$ cat config.mk
export PLATFORM = sky130hd
export DESIGN_NAME = booth_seq_mul_dyn
export DESIGN_NICKNAME = d
export VERILOG_FILES = /design/src/rtl/booth_seq_mul_dyn.sv
export SDC_FILE = /design/constraint.sdc
export NUM_CORES = 1
export LEC_CHECK = 0
export BUFFER_PORTS_ARGS = -buffer_cell sky130_fd_sc_hd__clkbuf_2
export CAP_MARGIN = 20
export CORE_AREA = 2 2 78 87
export DETAILED_ROUTE_END_ITERATION = 10
export DIE_AREA = 0 0 80 89
export GPL_TIMING_DRIVEN = 0
export PLACE_DENSITY_LB_ADDON = 0.05
export SETUP_SLACK_MARGIN = 0.5
export SLEW_MARGIN = 5
export SYNTH_ARGS = -nofsm -noshare
export SYNTH_HDL_FRONTEND = slang
export SYNTH_SLANG_ARGS = --single-unit
$ cat constraint.sdc
create_clock -name clk -period 8.5 [get_ports clk]
set_clock_uncertainty 0.2 [all_clocks]
set_input_delay 2.125 -clock clk [delete_from_list [all_inputs] [get_ports clk]]
set_output_delay 2.125 -clock clk [all_outputs]
set_load 0.005 [all_outputs]
$ cat src/rtl/booth_seq_mul_dyn.sv
// Iterative radix-2 Booth signed multiplier with a run-time precision mode:
// one WIDTH x WIDTH product, or two independent WIDTH/2 x WIDTH/2 lane
// products sharing the same accumulator registers. valid/ready on both sides.
module booth_seq_mul_dyn #(
    parameter int WIDTH = 8,
    parameter int CNT_W = $clog2(WIDTH) + 1
) (
    input  logic               clk,
    input  logic               rst_n,
    input  logic               in_valid,
    output logic               in_ready,
    input  logic               mode,
    input  logic [WIDTH-1:0]   m,
    input  logic [WIDTH-1:0]   q,
    output logic               out_valid,
    input  logic               out_ready,
    output logic [2*WIDTH-1:0] product,
    output logic               busy
);

    localparam int HALF = WIDTH / 2;

    typedef enum logic [1:0] {
        S_IDLE = 2'd0,
        S_BUSY = 2'd1,
        S_DONE = 2'd2
    } state_t;

    // One full-width Booth step. The returned vector is the shifted
    // {high (WIDTH+1), low (WIDTH), q_-1} triple.
    function automatic logic [2*WIDTH+1:0] booth_step_full(
        input logic [WIDTH:0]   hi,
        input logic [WIDTH-1:0] lo,
        input logic             qm1,
        input logic [WIDTH-1:0] mc
    );
        logic [WIDTH:0] mx;
        logic [WIDTH:0] sum;
        mx = {mc[WIDTH-1], mc};
        case ({lo[0], qm1})
            2'b01:   sum = hi + mx;
            2'b10:   sum = hi - mx;
            default: sum = hi;
        endcase
        return {sum[WIDTH], sum, lo};
    endfunction

    // One lane-width Booth step; same packing as the full step with HALF bits.
    function automatic logic [WIDTH+1:0] booth_step_lane(
        input logic [HALF:0]   hi,
        input logic [HALF-1:0] lo,
        input logic            qm1,
        input logic [HALF-1:0] mc
    );
        logic [HALF:0] mx;
        logic [HALF:0] sum;
        mx = {mc[HALF-1], mc};
        case ({lo[0], qm1})
            2'b01:   sum = hi + mx;
            2'b10:   sum = hi - mx;
            default: sum = hi;
        endcase
        return {sum[HALF], sum, lo};
    endfunction

    // Accumulator high half is WIDTH+2 bits so that in split mode each lane
    // gets its own HALF+1 bit guard-extended high half; full mode uses [WIDTH:0].
    state_t               state_q, state_d;
    logic [WIDTH+1:0]     hi_q, hi_d;
    logic [WIDTH-1:0]     lo_q, lo_d;
    logic [1:0]           qm1_q, qm1_d;
    logic [WIDTH-1:0]     mc_q, mc_d;
    logic                 mode_q, mode_d;
    logic [CNT_W-1:0]     cnt_q, cnt_d;
    logic [2*WIDTH-1:0]   product_q, product_d;

    logic [2*WIDTH+1:0]   full_s;
    logic [WIDTH+1:0]     lane0_s;
    logic [WIDTH+1:0]     lane1_s;

    // Next-state, datapath step and result capture.
    always_comb begin
        state_d   = state_q;
        hi_d      = hi_q;
        lo_d      = lo_q;
        qm1_d     = qm1_q;
        mc_d      = mc_q;
        mode_d    = mode_q;
        cnt_d     = cnt_q;
        product_d = product_q;

        full_s  = booth_step_full(hi_q[WIDTH:0], lo_q, qm1_q[0], mc_q);
        lane0_s = booth_step_lane(hi_q[HALF:0], lo_q[HALF-1:0], qm1_q[0], mc_q[HALF-1:0]);
        lane1_s = booth_step_lane(hi_q[WIDTH+1:HALF+1], lo_q[WIDTH-1:HALF], qm1_q[1],
                                  mc_q[WIDTH-1:HALF]);

        case (state_q)
            S_IDLE: begin
                if (in_valid) begin
                    mc_d    = m;
                    mode_d  = mode;
                    hi_d    = {(WIDTH+2){1'b0}};
                    lo_d    = q;
                    qm1_d   = 2'b00;
                    cnt_d   = mode ? CNT_W'(HALF) : CNT_W'(WIDTH);
                    state_d = S_BUSY;
                end else begin
                    state_d = S_IDLE;
                end
            end
            S_BUSY: begin
                if (mode_q) begin
                    hi_d  = {lane1_s[WIDTH+1:HALF+1], lane0_s[WIDTH+1:HALF+1]};
                    lo_d  = {lane1_s[HALF:1], lane0_s[HALF:1]};
                    qm1_d = {lane1_s[0], lane0_s[0]};
                end else begin
                    hi_d  = {1'b0, full_s[2*WIDTH+1:WIDTH+1]};
                    lo_d  = full_s[WIDTH:1];
                    qm1_d = {1'b0, full_s[0]};
                end
                cnt_d = cnt_q - CNT_W'(1);
                if (cnt_q == CNT_W'(1)) begin
                    // Last step: capture the finished product straight from
                    // the stepped accumulator so it is stable for all of DONE.
                    if (mode_q) begin
                        product_d = {lane1_s[WIDTH:1], lane0_s[WIDTH:1]};
                    end else begin
                        product_d = full_s[2*WIDTH:1];
                    end
                    state_d = S_DONE;
                end else begin
                    state_d = S_BUSY;
                end
            end
            S_DONE: begin
                if (out_ready) begin
                    state_d = S_IDLE;
                end else begin
                    state_d = S_DONE;
                end
            end
            default: begin
                state_d = S_IDLE;
            end
        endcase
    end

    // State, accumulator and result registers; reset aborts any operation.
    always_ff @(posedge clk or negedge rst_n) begin
        if (!rst_n) begin
            state_q   <= S_IDLE;
            hi_q      <= {(WIDTH+2){1'b0}};
            lo_q      <= {WIDTH{1'b0}};
            qm1_q     <= 2'b00;
            mc_q      <= {WIDTH{1'b0}};
            mode_q    <= 1'b0;
            cnt_q     <= {CNT_W{1'b0}};
            product_q <= {(2*WIDTH){1'b0}};
        end else begin
            state_q   <= state_d;
            hi_q      <= hi_d;
            lo_q      <= lo_d;
            qm1_q     <= qm1_d;
            mc_q      <= mc_d;
            mode_q    <= mode_d;
            cnt_q     <= cnt_d;
            product_q <= product_d;
        end
    end

    assign in_ready  = (state_q == S_IDLE);
    assign busy      = (state_q == S_BUSY);
    assign out_valid = (state_q == S_DONE);
    assign product   = product_q;

endmodule
# ---- Word-level counts from Yosys, hierarchy flattened
# Cells that the tools add are included.
dict set report word_totals {
  out_inout_bits 19
  input_bits 21
  register_bits 51
  wordCells 48
}
dict set report classes {
  reduce_logical 5
  n_addsub 7
  n_mux 20
  eq_ne 8
}
# operator n
set ops {}
lappend ops {{two-way mux 10 bit} 2}
lappend ops {{one-hot mux 10 bit (2 select lines)} 1}
lappend ops {{one-hot mux 5 bit (2 select lines)} 2}
lappend ops {{one-hot mux 9 bit (2 select lines)} 1}
lappend ops {{two-way mux 16 bit} 1}
lappend ops {{two-way mux 8 bit} 2}
lappend ops {{one-hot mux 8 bit (2 select lines)} 1}
lappend ops {{adder 5 bit} 2}
lappend ops {{subtractor 5 bit} 2}
lappend ops {{adder 9 bit} 1}
lappend ops {{subtractor 9 bit} 1}
lappend ops {{two-way mux 2 bit} 4}
lappend ops {{two-way mux 4 bit} 2}
lappend ops {{one-hot mux 4 bit (2 select lines)} 1}
lappend ops {{equality test 2 x 1 -> 1 bit, second input constant} 3}
lappend ops {{equality test 2 bit, second input constant} 3}
lappend ops {{one-hot mux 2 bit (3 select lines)} 1}
lappend ops {{AND reduction 2 bit} 3}
lappend ops {{equality test 4 x 1 -> 1 bit, second input constant} 1}
lappend ops {{one-hot mux 2 bit (2 select lines)} 1}
lappend ops {{subtractor 4 x 1 -> 4 bit, second input constant} 1}
lappend ops {{zero test 2 bit} 1}
lappend ops {{inequality test 2 bit, second input constant} 1}
lappend ops {{nonzero test 2 bit} 1}
lappend ops {{two-way mux 1 bit} 1}

# ---- Depth between registers and ports, before layout
dict set report depth {
  depth_word 4
  ltp_mapped 14
  mapped_depth_nobuf 13
}

# ---- Worst setup path before layout
# No wires, ideal clock.
dict set report synth_timing {
  path_type {reg-to-output}
  startpoint {reg state_q[1]}
  endpoint {out busy}
  arrival_ns 1.028
  setup_slack_ns 5.147
  path_stages_with_launch 5
  t_required_ns 6.175
  path_buffers 2
  cell_sequence {dfrtp_1 nand2b_1 clkbuf_1 clkinv_1 clkbuf_1}
}
dict set report synth_via {
  elab_chain_len 1
}
# element line_no
set synth_rtl {}
lappend synth_rtl {{start, declared} 68} ;# state_t state_q, state_d;
lappend synth_rtl {{start signal, assigned} 160} ;# state_q <= state_d;
lappend synth_rtl {{equality test 2 x 1 -> 1 bit} 172} ;# assign busy = (state_q == S_BUSY);
lappend synth_rtl {{end, declared} 18} ;# output logic busy
# No other way between the ends.

# ---- Final worst setup path
# Ends and elaborated chain as after synthesis.

==> out/summary.txt <==
final setup violation count = 0
layout cells sized above 1 = 15.77%
synthesis-stage register bit count = 51
status = finished, final reports clean
Die Wd = 80 µm
GP Congestion = 0.8927
# diodes = 0
average cell area after synthesis = 8.356 µm²
total track usage = 24.95%
Final TNS setup = 0 ns
max-cap viol count = 0
Slew headroom = 52.36%
Mapped Cells = 398
Post-CTS Hold Buffers = 0
CTS H-tree lvls = 2
Layout area overhead = 11.44%
crit path DAT = 1.80 ns
crit path time final = 4.124 ns
root buffer cell = clkbuf_8
period utilization = 48.52%
synthesized net count = 439
CTS tree = yes
starting density of the core = 54.02%
clk sink count = 51
hold crit path type = reg2reg
vias = 2918
Max Clock Freq = 0.2425 GHz
Antenna Violating Nets Remaining = 0
drt first pass iters = 5
first-pass GRT wire length = 13540 µm
Post-Route WL = 8116 µm
dpl hpwl = 6046 µm
worst skew pair latency = 0.31 ns
post_cts resized = 0
initial antenna violation count = 0
cell mode on critical path = clkbuf_1
clk slew on worst S/H paths = 0.10 ns
total gr overflow = 0
Num CTS Buffers = 5
CP Cell Sequence = nand2b_1 > clkbuf_1 > clkinv_1 > clkbuf_1 > clkbuf_2
Vias per Instance = 5.569
core box area = 6156 µm²
EDFF count, synth = 0
largest net degree at the start of global routing = 52
DRC viols = 0
buffers added on ports = 39
Iter 0 DRT Violations = 184
io pins = 40
Max clock buf depth = 2
ys flop type = dfrtp_1
Fin. Hold Viols = 0
GRT busiest layer = met2
slowest stage delay, CP = 0.41 ns
Post-Syn Area = 3326 µm²
fraction of registers with async set/reset = 100.0%
Crit Path Category = reg2out
nets@finish = 485
vias in the first global route = 2761
CP endpoint kind = output port
Slowest-stage cell, CP = clkbuf_1
M1 GR Usage = 35.06%
synth warn = 0
per-cell routed wire length = 15.49 µm
# Post-CTS Setup Buffers = 0
unique cell type count in the Yosys netlist = 53
Rows = 30
sequential-to-total area share from yosys stat = 38.37%
Final Max Tran Viols = 0
Critical Path RT = 6.18 ns
Die H = 89 µm
Least-Margin Pin Slew = 0.7147 ns
worst-path fanout max = 10
grt met3 use = 3.535%
startpoint types = flop
filler cell count = 566
die area = 7120 µm²
RSZ-0062 raised after global routing = no
GR Util met2 = 41.21%
[metrics by stage]
step,cells,cell area [µm²],util (%),setup slack [ns],hold WS (ns)
floorplan,398,3326,-,5.147,0.2614
global placement,517,3621,58.82,4.725,0.2606
detailed placement,517,3623,58.86,4.712,0.2656
CTS,524,3706,60.20,4.376,0.2916
global route,524,3706,60.20,4.231,0.3144
finish,524,3706,60.20,4.376,0.2855
[registers in the layout, summed over array words and instances, names as in the netlist]
name     count
lo_q         8
qm1_q        2
product     16
state_q      2
mode_q       1
cnt_q        4
hi_q        10
mc_q         8
[layout make-up]
type,instances,area [µm²],area share (%)
Multi-Input combinational cell,302,1872,50.51
Tap cell,80,100.1,2.701
Timing Repair Buffer,39,197.7,5.334
Clock buffer,5,68.82,1.857
Clock inverter,2,13.76,0.3714
Buffer,26,106.4,2.870
Inverter,19,71.32,1.924
Sequential cell,51,1276,34.44
[cells in the final DEF (no fill, tap or decap), drive strengths merged, types with 7 or more instances in the layout]
master / instances
nand2: 67
clkbuf: 62
dfrtp: 51
nor2: 38
o21ai: 33
a21oi: 31
inv: 18
ha: 18
a31oi: 12
xnor2: 12
nor3: 9
nand2b: 9
mux2i: 8
buf: 8
nand3: 7
[worst paths after layout]
check                           start          end  slack, ns  cells past startpoint
max                        state_q[1]         busy       4.38                      5
min                        product[6]   product[6]       0.29                      1
max reg2reg                   mc_q[3]  product[15]       5.17                     11
min reg2reg                product[6]   product[6]       0.29                      1
max in group asynchronous       rst_n  product[13]       5.95                      1
min in group asynchronous       rst_n      mc_q[5]       1.65                      1
[metal layers]
layer / wire [µm] / vias up
met2: 3837 / 67
met4: 121 / 0
met1: 3841 / 1387
li1: - / 1453
met3: 316 / 11
met5: 0 / -
[synthesized netlist by cell type (2+ instances only)]
master,instances,area (µm²)
a21o_1,3,22.52
or2_2,2,12.51
a21oi_1,29,145.1
o21a_4,2,30.03
fa_1,2,40.04
nor2b_1,3,18.77
a21oi_2,2,17.52
o211ai_1,4,30.03
ha_1,18,225.2
buf_2,7,35.03
xor2_1,4,35.03
nand3_1,7,35.03
clkbuf_1,18,67.56
dfrtp_1,51,1276
xnor2_1,11,96.34
o21ai_0,31,155.2
o21a_1,3,22.52
nor2_1,38,142.6
mux2_2,4,45.04
nand2b_1,8,50.05
nand2_1,67,251.5
inv_1,18,67.56
or4_1,2,15.01
nor3_1,9,45.04
mux2i_1,8,80.08
and2_1,5,31.28
nor3b_1,3,22.52
o31ai_1,3,22.52
a31oi_1,12,75.07
[logic make-up after synthesis]
kind of cell / share of synthesized area, %
simple gates: 20.77
compound gates: 19.34
flops: 38.37
buf+inv: 5.342
fa+ha+maj: 7.976
xor+xnor: 4.439
mux: 3.762
[critical path: cells and delay by family (launching register included)]
kind	cells	cell delay, ns
simple gates	1	0.14
flops	1	0.40
buf+inv	4	0.94
Power is left out: the tool's default activity adds up to more than one toggle a clock period on the data nets, which glitch-free logic cannot reach.
